File: config.mk
export PLATFORM = sky130hd
export DESIGN_NAME = spike_vote_classifier
export DESIGN_NICKNAME = d
export VERILOG_FILES = /design/src/rtl/spike_vote_classifier.sv
export SDC_FILE = /design/constraint.sdc
export NUM_CORES = 1
export LEC_CHECK = 0
export ABC_AREA = 0
export BUFFER_PORTS_ARGS = -buffer_cell sky130_fd_sc_hd__buf_4
export CAP_MARGIN = 20
export CORE_ASPECT_RATIO = 1.2
export CORE_MARGIN = 1
export CORE_UTILIZATION = 57
export DETAILED_ROUTE_END_ITERATION = 7
export PLACE_DENSITY_LB_ADDON = 0.3
export REMOVE_ABC_BUFFERS = 1
export SLEW_MARGIN = 20
export SYNTH_ARGS = -nofsm -noshare
export SYNTH_HDL_FRONTEND = slang
export SYNTH_SLANG_ARGS = --single-unit
File: constraint.sdc
create_clock -name clk -period 4.6 [get_ports clk]
set_input_delay 0.46 -clock clk [delete_from_list [all_inputs] [get_ports clk]]
set_output_delay 0.46 -clock clk [all_outputs]
set_load 0.005 [all_outputs]
File: src/rtl/spike_vote_classifier.sv
// Output-layer spike vote counter: tallies spikes per class, argmax-scans on frame_done, offers winner via valid/ready.
// Result valid NUM_CLASSES+1 cycles after frame_done; result held while result_ready is low, new spikes dropped meanwhile.
module spike_vote_classifier #(
  parameter int NUM_CLASSES = 3,
  parameter int NUM_OUTPUTS = 256,
  parameter int ADDR_WIDTH  = 8,
  parameter int COUNT_WIDTH = 16,
  parameter int MAP_MODE    = 0,
  localparam int CLS_W = (NUM_CLASSES > 1) ? $clog2(NUM_CLASSES) : 1
) (
  input  logic                   clk,
  input  logic                   rst_n,
  input  logic                   spike_valid,
  input  logic [ADDR_WIDTH-1:0]  spike_addr,
  input  logic                   frame_done,
  output logic                   result_valid,
  input  logic                   result_ready,
  output logic [CLS_W-1:0]       result_class,
  output logic [COUNT_WIDTH-1:0] result_votes,
  output logic [NUM_OUTPUTS-1:0] spiked_vec,
  output logic                   busy,
  output logic                   overflow,
  output logic                   spike_err
);

  localparam int GROUP = (NUM_OUTPUTS / NUM_CLASSES > 0) ? NUM_OUTPUTS / NUM_CLASSES : 1;
  localparam logic [COUNT_WIDTH-1:0] CNT_MAX = '1;

  typedef enum logic [1:0] {ACCUM, SCAN, RESULT} state_t;

  state_t                 state;
  logic [COUNT_WIDTH-1:0] cnt [NUM_CLASSES];
  logic [CLS_W-1:0]       k;
  logic [CLS_W-1:0]       best;
  logic [COUNT_WIDTH-1:0] max_cnt;
  logic [COUNT_WIDTH-1:0] cnt_k;
  logic [31:0]            addr_ext;
  logic [31:0]            cls_ext;
  logic                   in_range;
  logic                   handshake;

  assign addr_ext  = 32'(spike_addr);
  assign in_range  = addr_ext < 32'(NUM_OUTPUTS);
  assign handshake = (state == RESULT) && result_valid && result_ready;

  always_comb begin
    cls_ext = '0;
    if (MAP_MODE == 0) begin
      cls_ext = addr_ext % 32'(NUM_CLASSES);
    end else begin
      cls_ext = addr_ext / 32'(GROUP);
      if (cls_ext > 32'(NUM_CLASSES - 1)) cls_ext = 32'(NUM_CLASSES - 1);
    end
  end

  always_comb begin
    cnt_k = '0;
    for (int c = 0; c < NUM_CLASSES; c++)
      if (32'(k) == 32'(c)) cnt_k = cnt[c];
  end

  always_ff @(posedge clk or negedge rst_n) begin
    if (!rst_n) begin
      state        <= ACCUM;
      for (int c = 0; c < NUM_CLASSES; c++) cnt[c] <= '0;
      spiked_vec   <= '0;
      k            <= '0;
      best         <= '0;
      max_cnt      <= '0;
      result_valid <= 1'b0;
      result_class <= '0;
      result_votes <= '0;
      busy         <= 1'b0;
      overflow     <= 1'b0;
      spike_err    <= 1'b0;
    end else begin
      case (state)
        ACCUM: begin
          if (spike_valid) begin
            if (in_range) begin
              for (int c = 0; c < NUM_CLASSES; c++) begin
                if (cls_ext == 32'(c)) begin
                  if (cnt[c] == CNT_MAX) overflow <= 1'b1;
                  else                   cnt[c] <= cnt[c] + COUNT_WIDTH'(1);
                end
              end
              for (int i = 0; i < NUM_OUTPUTS; i++)
                if (addr_ext == 32'(i)) spiked_vec[i] <= 1'b1;
            end else begin
              spike_err <= 1'b1;
            end
          end
          if (frame_done) begin
            state <= SCAN;
            busy  <= 1'b1;
            k     <= '0;
          end
        end
        SCAN: begin
          // Strict compare keeps the lowest index on ties; k==0 seeds the running max.
          if (k == '0 || cnt_k > max_cnt) begin
            best    <= k;
            max_cnt <= cnt_k;
          end
          if (32'(k) == 32'(NUM_CLASSES - 1)) state <= RESULT;
          else                                k     <= k + CLS_W'(1);
          if (spike_valid) spike_err <= 1'b1;
        end
        RESULT: begin
          if (handshake) begin
            for (int c = 0; c < NUM_CLASSES; c++) cnt[c] <= '0;
            spiked_vec   <= '0;
            overflow     <= 1'b0;
            spike_err    <= 1'b0;
            result_valid <= 1'b0;
            busy         <= 1'b0;
            state        <= ACCUM;
          end else begin
            if (!result_valid) begin
              result_valid <= 1'b1;
              result_class <= best;
              result_votes <= max_cnt;
            end
            if (spike_valid) spike_err <= 1'b1;
          end
        end
        default: begin
          state <= ACCUM;
          busy  <= 1'b0;
        end
      endcase
    end
  end

endmodule

==> flow_results.xml, run 1 <==
<?xml version="1.0" encoding="UTF-8"?>
<metrics>
  <group name="worst_setup_path">
    <metric name="crit_path_top_delay_cell" unit="">sky130_fd_sc_hd__a2111o_4</metric>
    <metric name="cp_max_fo" unit="">9</metric>
    <metric name="criticalPathCategory" unit="">input pin to flop</metric>
    <metric name="critical_path.reg2reg.startpoint" unit="">k[1]</metric>
    <metric name="crit_path_frequent_cell" unit="">sky130_fd_sc_hd__buf_4</metric>
    <metric name="reg2reg_setup_slack" unit="ns">0.57</metric>
    <metric name="critPathLaunchType" unit="">input pin</metric>
    <metric name="worst-path-buf-inv" unit="">5</metric>
    <metric name="crit_path_max_incr_delay" unit="ns">0.46</metric>
    <metric name="reg_to_reg_endpoint" unit="">best[1]</metric>
    <metric name="worst_ep_required_time" unit="ns">4.99</metric>
    <metric name="critical_path_at" unit="ns">4.81</metric>
    <metric name="critical_path.endpoint_type" unit="">flop</metric>
    <metric name="worst_path_dominant_cell_family" unit="">compound AO/OA/AOI/OAI gates</metric>
    <metric name="cp_cell_sequence" unit="">buf_4, ha_4, and3b_2, a211o_1, a21o_1, buf_4, buf_4, nand4_1, o211ai_1, ha_2, or4_4, a21oi_4, xnor2_2, ha_2, a2111o_4, o21bai_4, buf_4, mux2i_2, o31ai_2, buf_4, a31oi_1</metric>
    <metric name="rr_worst_depth" unit="">18</metric>
  </group>
  <group name="clock_tree">
    <metric name="cts_inserted_buffers" unit="">36</metric>
    <metric name="clk_latency" unit="ns">0.55</metric>
    <metric name="cts_max_level" unit="">2</metric>
    <metric name="cts_root_buffer" unit="">sky130_fd_sc_hd__clkbuf_16</metric>
    <metric name="cts_tree" unit="">done</metric>
    <metric name="cts_num_sinks" unit="">348</metric>
    <metric name="cts.path.max_buffers" unit="">3</metric>
    <metric name="clk_transition_reported_paths" unit="ns">0.06</metric>
  </group>
  <group name="synth">
    <metric name="synthesis.area_per_instance" unit="sq um">8.411</metric>
    <metric name="syn-instance-count" unit="">2144</metric>
    <metric name="synth_top_family_by_area" unit="">compound AO/OA/AOI/OAI gates</metric>
    <metric name="synth_edf_count" unit="">0</metric>
    <metric name="post_synth_main_area_contributors" unit="">sky130_fd_sc_hd__dfrtp_1 (48%), sky130_fd_sc_hd__o21ai_0 (14%), sky130_fd_sc_hd__nand2_1 (11%)</metric>
    <metric name="ys_dominant_reg_cell" unit="">sky130_fd_sc_hd__dfrtp_1</metric>
    <metric name="synthDistinctLibCells" unit="">77</metric>
    <metric name="synth_adder_area_share" unit="%">1.998</metric>
    <metric name="synthesis.yosys.warnings" unit="">0</metric>
    <metric name="seq_area_frac_synth" unit="%">48.29</metric>
    <metric name="synth_xor_area_share" unit="%">0.2428</metric>
    <metric name="synth.mux.area_fraction" unit="%">2.130</metric>
    <metric name="yosys.area.top_type_share" unit="%">48.29</metric>
    <metric name="synthArstFlopShare" unit="%">100.0</metric>
    <metric name="synth_seq_cells" unit="">348</metric>
    <metric name="mappedNetlistArea" unit="sq um">18030</metric>
    <metric name="post-synth-top-area-cell" unit="">sky130_fd_sc_hd__dfrtp_1</metric>
    <metric name="synth_compound_area_share" unit="%">26.58</metric>
    <metric name="area_share_of_and_or_nand_nor_cells_after_synthesis" unit="%">16.22</metric>
  </group>
  <group name="sta">
    <metric name="setup_viol" unit="">0</metric>
    <metric name="fin_crit" unit="ns">4.430</metric>
    <metric name="fin_max_slew_vios" unit="">0</metric>
    <metric name="worst_slew_pin_slew" unit="ns">1.011</metric>
    <metric name="rsz0062_at_grt" unit="">no</metric>
    <metric name="maxSlewHeadroom" unit="%">32.61</metric>
    <metric name="hold_viol_final" unit="">0</metric>
    <metric name="post-route-period-util" unit="%">96.30</metric>
    <metric name="final.setup_skew" unit="ns">0.02812</metric>
    <metric name="fmaxAchievable" unit="MHz">225.8</metric>
  </group>
  <group name="pwr">
    <metric name="ir_drop" unit="mV">0.5027</metric>
    <metric name="power_leakage" unit="nW">10.09</metric>
    <metric name="power_per_cell_area" unit="nW/um^2">707.1</metric>
  </group>
  <group name="placed_design">
    <metric name="rd_place_congestion" unit="">0.9117</metric>
    <metric name="io_buffer_count" unit="">290</metric>
    <metric name="post-dp-hpwl" unit="mm">35.92</metric>
    <metric name="dpl_cell_area" unit="sq um">20730</metric>
  </group>
  <group name="finish">
    <metric name="diodes" unit="">0</metric>
    <metric name="area_growth_syn_to_layout" unit="%">22.35</metric>
    <metric name="final_util" unit="%">70.56</metric>
    <metric name="nets" unit="">2425</metric>
    <metric name="drive_gt1_share" unit="%">20.95</metric>
    <metric name="final.fill_count" unit="">2449</metric>
    <metric name="stdcell_area" unit="sq um">22060</metric>
  </group>
  <group name="global_routing">
    <metric name="via_count_of_the_first_global_routing_pass" unit="">16032</metric>
    <metric name="grt_util_met1" unit="%">42.59</metric>
    <metric name="antenna_violations_before_repair" unit="">0</metric>
    <metric name="grt_first_pass_wirelength" unit="mm">85.92</metric>
    <metric name="global_route.usage.met3" unit="%">4.356</metric>
    <metric name="global_route.overflow_total" unit="">0</metric>
    <metric name="most_used_routing_layer" unit="">met2</metric>
    <metric name="grt_start_max_net_pins" unit="">126</metric>
    <metric name="grt_usage" unit="%">33.61</metric>
    <metric name="met2_track_demand_over_resource_in_global_routing" unit="%">56.29</metric>
  </group>
  <group name="routing">
    <metric name="first_pass_iters" unit="">5</metric>
    <metric name="post_drt_via_cell_ratio" unit="">6.102</metric>
    <metric name="route.detailed.wl_per_inst" unit="um">19.53</metric>
    <metric name="post-route-drc-count" unit="">0</metric>
    <metric name="routed_wl" unit="mm">54.92</metric>
    <metric name="drt-initial-drc-count" unit="">2153</metric>
    <metric name="dr_total_vias" unit="">17158</metric>
    <metric name="ant_nets" unit="">0</metric>
  </group>
  <group name="worst_hold_path">
    <metric name="worst_hold_path_cells" unit="">3</metric>
    <metric name="min-delay-start" unit="">spike_valid</metric>
    <metric name="worst_hold_path_type" unit="">input pin to flop</metric>
    <metric name="hold_end" unit="">spike_err</metric>
  </group>
  <group name="flow_run">
    <metric name="drv.max_cap_violation_count" unit="">0</metric>
  </group>
  <group name="floorplanning">
    <metric name="chipWidth" unit="um">164.4</metric>
    <metric name="design.core.area" unit="sq um">31270</metric>
    <metric name="floorplan.rows" unit="">71</metric>
    <metric name="effective_utilization_at_floorplan" unit="%">57.67</metric>
    <metric name="die_area" unit="sq um">32360</metric>
    <metric name="die_y" unit="um">196.8</metric>
    <metric name="ioPinCount" unit="">291</metric>
  </group>
  <group name="outcome">
    <metric name="outcome" unit="">complete, no violations</metric>
  </group>
</metrics>
## final cells by class
cell class	count	area [sq um]	share of cell area, %
clock buffers	60	1134	5.138
clock inverters	5	65.06	0.2949
inverters	32	120.1	0.5444
multi-input cells	1586	8615	39.04
flip-flops and latches	348	8708	39.47
well taps	401	501.7	2.274
repair buffers	380	2922	13.24
## worst max path at each step
| stage | cells past startpoint | from | to |
|---|---|---|---|
| 3_3_place_gp | 17 | spike_addr[7] | cnt[17] |
| 5_1_grt | 19 | spike_addr[6] | cnt[14] |
| 3_5_place_dp | 17 | spike_addr[7] | cnt[17] |
| 2_1_floorplan | 5 | state[0] | cnt[14] |
| 4_1_cts | 17 | spike_addr[7] | cnt[17] |
| 6_report | 21 | spike_addr[6] | cnt[14] |
## synth_stat cells (4+ instances only)
library cell and count:
sky130_fd_sc_hd__and3_1 44, sky130_fd_sc_hd__a21oi_1 67, sky130_fd_sc_hd__mux2_4 5, sky130_fd_sc_hd__mux2_2 20
sky130_fd_sc_hd__o21ai_1 4, sky130_fd_sc_hd__nand3_1 17, sky130_fd_sc_hd__nor2_1 46, sky130_fd_sc_hd__nand2_1 526
sky130_fd_sc_hd__nand2b_1 4, sky130_fd_sc_hd__a31oi_1 81, sky130_fd_sc_hd__dfrtp_1 348, sky130_fd_sc_hd__or2_2 6
sky130_fd_sc_hd__inv_1 31, sky130_fd_sc_hd__a21o_1 5, sky130_fd_sc_hd__buf_2 8, sky130_fd_sc_hd__nand4_1 6
sky130_fd_sc_hd__a21oi_2 10, sky130_fd_sc_hd__clkbuf_1 158, sky130_fd_sc_hd__a2111oi_0 6, sky130_fd_sc_hd__a211o_1 4
sky130_fd_sc_hd__nor2b_1 12, sky130_fd_sc_hd__xnor2_1 5, sky130_fd_sc_hd__nor3_1 11, sky130_fd_sc_hd__o21ai_0 519
sky130_fd_sc_hd__o31ai_1 39, sky130_fd_sc_hd__o21a_1 51, sky130_fd_sc_hd__a211oi_1 6, sky130_fd_sc_hd__mux2i_1 7
sky130_fd_sc_hd__buf_1 8, sky130_fd_sc_hd__ha_1 28
## stage by stage
stage                     instances  TNS (ns)  worst slack [ns]  power [mW]  hold slack (ns)
after CTS                      2806         0            0.1758       15.55           0.2177
after global placement         2740    -7.072           -0.1941       12.19           0.4605
after floorplan                1966  -1493.20            -6.080       9.258           0.1644
final                          2812         0            0.1703       15.60           0.2342
after detailed placement       2740    -14.64           -0.3785       12.53           0.4699
after global routing           2812         0           0.01083       16.76           0.2532
## flip-flops by register name (all words and copies together) (netlist names)
| register | flops |
|---|---|
| best | 2 |
| busy | 1 |
| cnt | 48 |
| k | 2 |
| max_cnt | 16 |
| overflow | 1 |
| result_class | 2 |
| result_valid | 1 |
| result_votes | 16 |
| spike_err | 1 |
| spiked_vec | 256 |
| state | 2 |
## logic make-up after synthesis
kind of cell | count (synthesis)
mux | 33
simple gates | 692
flops | 348
compound gates | 827
fa+ha+maj | 29
buf+inv | 210
xor+xnor | 5
## worst register-to-register path, cell delays in order, from the launching register on
cell	delay, ns
sky130_fd_sc_hd__dfrtp_1	0.45
sky130_fd_sc_hd__inv_1	0.11
sky130_fd_sc_hd__ha_1	0.36
sky130_fd_sc_hd__buf_4	0.25
sky130_fd_sc_hd__nor2_1	0.07
sky130_fd_sc_hd__a21oi_1	0.22
sky130_fd_sc_hd__o21ai_0	0.16
sky130_fd_sc_hd__ha_1	0.33
sky130_fd_sc_hd__o21a_1	0.11
sky130_fd_sc_hd__o21a_1	0.16
sky130_fd_sc_hd__o21a_1	0.17
sky130_fd_sc_hd__o21a_1	0.18
sky130_fd_sc_hd__o21a_1	0.19
sky130_fd_sc_hd__o21a_1	0.17
sky130_fd_sc_hd__o21ai_0	0.14
sky130_fd_sc_hd__a31oi_1	0.10
sky130_fd_sc_hd__o21ai_1	0.17
sky130_fd_sc_hd__buf_4	0.22
sky130_fd_sc_hd__mux2_2	0.36
## per-layer routing
layer | wire [um] | vias up | part of all wire, %
li1 | - | 8014 | -
met1 | 21480 | 8234 | 39
met2 | 27110 | 744 | 49
met3 | 3609 | 166 | 6.6
met4 | 2723 | 0 | 5.0
met5 | 0 | - | 0
## where the power goes
| group | internal, mW | switching [mW] | total (mW) |
|---|---|---|---|
| Clock | 1.74 | 1.23 | 2.97 |
| Combinational | 3.21 | 4.21 | 7.42 |
| Sequential | 4.40 | 0.801 | 5.20 |
## cell usage in the layout, fill, tap and decap left out, drive strengths merged, types with 11 or more instances in the layout
master,n
a21oi,77
dfrtp,348
ha,28
mux2,25
clkbuf,60
inv,32
nand2,527
nand3,17
a31oi,81
and3,44
o31ai,40
nor3,11
nor2b,13
o21ai,523
buf,379
nor2,47
o21a,51
## what timing repair did
action	in CTS	in global routing
hold buffers	1	0
setup buffers	0	4
endpoints found under the setup margin	0	48
endpoints found under the hold margin	78	0
resized for setup	0	15
No activity file was read; power rests on OpenSTA's default activity.
==> run 2, diff against run 1 <==
MAX_ROUTING_LAYER = met4   (was not set)
==> flow_results.xml, run 2 (synthesis gave the netlist of run 1 again) <==
<?xml version="1.0" encoding="UTF-8"?>
<metrics>
  <group name="worst_setup_path">
    <metric name="criticalPathCategory" unit="">input pin to flop</metric>
    <metric name="critical_path.endpoint_type" unit="">flop</metric>
    <metric name="cp_cell_sequence" unit="">buf_4, ha_1, and3b_1, a211o_1, a21o_1, a222oi_1, o211ai_1, ha_1, or4_4, a21oi_2, xnor2_1, ha_2, a2111o_4, o21bai_4, buf_4, mux2i_1, o31ai_2, buf_4, a31oi_1</metric>
    <metric name="critPathLaunchType" unit="">input pin</metric>
    <metric name="reg_to_reg_endpoint" unit="">max_cnt[11]</metric>
    <metric name="crit_path_max_incr_delay" unit="ns">0.55</metric>
    <metric name="rr_worst_depth" unit="">21</metric>
    <metric name="worst_ep_required_time" unit="ns">5.01</metric>
    <metric name="reg2reg_setup_slack" unit="ns">0.55</metric>
    <metric name="critical_path.reg2reg.startpoint" unit="">k[0]</metric>
    <metric name="crit_path_top_delay_cell" unit="">sky130_fd_sc_hd__or4_4</metric>
    <metric name="critical_path_at" unit="ns">4.91</metric>
    <metric name="crit_path_frequent_cell" unit="">sky130_fd_sc_hd__buf_4</metric>
    <metric name="cp_max_fo" unit="">15</metric>
  </group>
  <group name="clock_tree">
    <metric name="cts_tree" unit="">done</metric>
    <metric name="cts_num_sinks" unit="">348</metric>
    <metric name="cts_root_buffer" unit="">sky130_fd_sc_hd__clkbuf_16</metric>
    <metric name="clk_latency" unit="ns">0.55</metric>
    <metric name="post_cts_hold_buffer_count" unit="">0</metric>
    <metric name="postCtsSetupRepairBufs" unit="">0</metric>
    <metric name="cts_max_level" unit="">2</metric>
    <metric name="clk_transition_reported_paths" unit="ns">0.06</metric>
    <metric name="cts_inserted_buffers" unit="">36</metric>
    <metric name="cts.path.max_buffers" unit="">3</metric>
    <metric name="ctsResizeCount" unit="">0</metric>
  </group>
  <group name="floorplanning">
    <metric name="floorplan.rows" unit="">71</metric>
    <metric name="effective_utilization_at_floorplan" unit="%">57.67</metric>
    <metric name="die_y" unit="um">196.8</metric>
    <metric name="die_area" unit="sq um">32360</metric>
    <metric name="ioPinCount" unit="">291</metric>
    <metric name="design.core.area" unit="sq um">31270</metric>
    <metric name="chipWidth" unit="um">164.4</metric>
  </group>
  <group name="finish">
    <metric name="diodes" unit="">0</metric>
    <metric name="top_register_by_number_of_flip_flops" unit="">spiked_vec</metric>
    <metric name="layout_commonest_cell" unit="">sky130_fd_sc_hd__nand2_1</metric>
    <metric name="largest_reg_flops" unit="">256</metric>
    <metric name="final.fill_count" unit="">2410</metric>
    <metric name="drive_gt1_share" unit="%">20.78</metric>
    <metric name="area.sequential" unit="sq um">8708</metric>
    <metric name="nets" unit="">2417</metric>
    <metric name="layout_common_cells" unit="">sky130_fd_sc_hd__nand2_1 (526), sky130_fd_sc_hd__o21ai_0 (518), sky130_fd_sc_hd__buf_4 (366)</metric>
    <metric name="combined_area_of_the_multi_input_logic_cells" unit="sq um">8578</metric>
    <metric name="area_growth_syn_to_layout" unit="%">21.72</metric>
    <metric name="biggestRegsByFlops" unit="">spiked_vec: 256 flops, cnt: 48 flops</metric>
  </group>
  <group name="global_routing">
    <metric name="grt_util_met1" unit="%">41.87</metric>
    <metric name="via_count_of_the_first_global_routing_pass" unit="">15932</metric>
    <metric name="most_used_routing_layer" unit="">met2</metric>
    <metric name="grt_usage" unit="%">34.21</metric>
    <metric name="antenna_violations_before_repair" unit="">0</metric>
    <metric name="grt_first_pass_wirelength" unit="mm">85.28</metric>
    <metric name="global_route.usage.met3" unit="%">4.503</metric>
    <metric name="grt_start_max_net_pins" unit="">125</metric>
    <metric name="global_route.overflow_total" unit="">0</metric>
    <metric name="met2_track_demand_over_resource_in_global_routing" unit="%">55.68</metric>
  </group>
  <group name="sta">
    <metric name="tns" unit="ns">0</metric>
    <metric name="fin_max_slew_vios" unit="">0</metric>
    <metric name="final.hold.worst_slack" unit="ns">-0.03154</metric>
    <metric name="worst_slew_pin_slew" unit="ns">1.112</metric>
    <metric name="maxSlewHeadroom" unit="%">25.87</metric>
    <metric name="fin_ws" unit="ns">0.1004</metric>
    <metric name="post-route-period-util" unit="%">97.82</metric>
    <metric name="rsz0062_at_grt" unit="">yes</metric>
    <metric name="fmaxAchievable" unit="MHz">222.2</metric>
    <metric name="setup_viol" unit="">0</metric>
    <metric name="hold_viol_final" unit="">6</metric>
    <metric name="fin_crit" unit="ns">4.500</metric>
    <metric name="final.setup_skew" unit="ns">0.01431</metric>
  </group>
  <group name="routing">
    <metric name="post_drt_via_cell_ratio" unit="">6.097</metric>
    <metric name="route.detailed.wl_per_inst" unit="um">19.41</metric>
    <metric name="drt-initial-drc-count" unit="">1822</metric>
    <metric name="post-route-drc-count" unit="">0</metric>
    <metric name="routed_wl" unit="mm">54.38</metric>
    <metric name="first_pass_iters" unit="">5</metric>
    <metric name="ant_nets" unit="">0</metric>
    <metric name="dr_total_vias" unit="">17084</metric>
  </group>
  <group name="worst_hold_path">
    <metric name="worst_hold_path_type" unit="">input pin to async pin</metric>
  </group>
  <group name="outcome">
    <metric name="violations" unit="">hold timing</metric>
    <metric name="outcome" unit="">finished with violations</metric>
  </group>
  <group name="placed_design">
    <metric name="io_buffer_count" unit="">290</metric>
    <metric name="post-dp-hpwl" unit="mm">35.78</metric>
    <metric name="dpl_worst_slack" unit="ns">-0.3775</metric>
    <metric name="rd_place_congestion" unit="">0.9160</metric>
  </group>
  <group name="pwr">
    <metric name="ir_drop" unit="mV">0.4749</metric>
    <metric name="power_per_cell_area" unit="nW/um^2">708.4</metric>
    <metric name="power_leakage" unit="nW">10.05</metric>
  </group>
  <group name="flow_run">
    <metric name="drv.max_cap_violation_count" unit="">0</metric>
  </group>
</metrics>
## run 2: worst max-delay path: cells and delay by family
family,cells,cell delay [ns]
fa+ha+maj,3,0.78
mux,1,0.15
simple gates,2,0.78
xor+xnor,1,0.13
compound gates,9,2.08
buf+inv,3,0.54
## run 2: stage by stage
| step | util, % | power [mW] | area (sq um) | std cells |
|---|---|---|---|---|
| detailed placement | 66.23 | 12.51 | 20710 | 2738 |
| global route | 70.20 | 16.73 | 21950 | 2802 |
| finish | 70.20 | 15.55 | 21950 | 2802 |
| global placement | 66.23 | 12.17 | 20710 | 2738 |
| CTS | 70.08 | 15.53 | 21910 | 2801 |
| floorplan | - | 9.258 | 17340 | 1966 |
## run 2: layer usage
metal | vias to the layer above | share of wire, %
met5 | - | 0
met4 | 0 | 5.4
met3 | 188 | 6.9
met2 | 686 | 49
met1 | 8225 | 39
li1 | 7985 | -
## run 2: where the power goes
part	total (mW)	switching [mW]	internal [mW]	leakage, nW
sequential	5.20	0.800	4.40	4.22
clock	2.99	1.26	1.73	0.593
combinational	7.36	4.18	3.18	5.24
total	15.6	6.24	9.31	10.1
## run 2: cell type report
class                      instances  area share (%)
tap                              401           2.286
timing repair buffer             372           12.93
multi-input combinational       1586           39.08
clock buffer                      50           4.799
inverter                          32          0.5472
clock inverter                    13          0.6840
sequential                       348           39.67
## run 2: worst max path at each step
stage / slack (ns) / from / to
floorplan: -6.08 / state[0] / cnt[14]
global placement: -0.24 / spike_addr[7] / cnt[17]
detailed placement: -0.38 / spike_addr[7] / cnt[7]
CTS: 0.15 / spike_addr[7] / cnt[14]
global route: -0.02 / spike_addr[7] / cnt[33]
finish: 0.10 / spike_addr[7] / cnt[14]
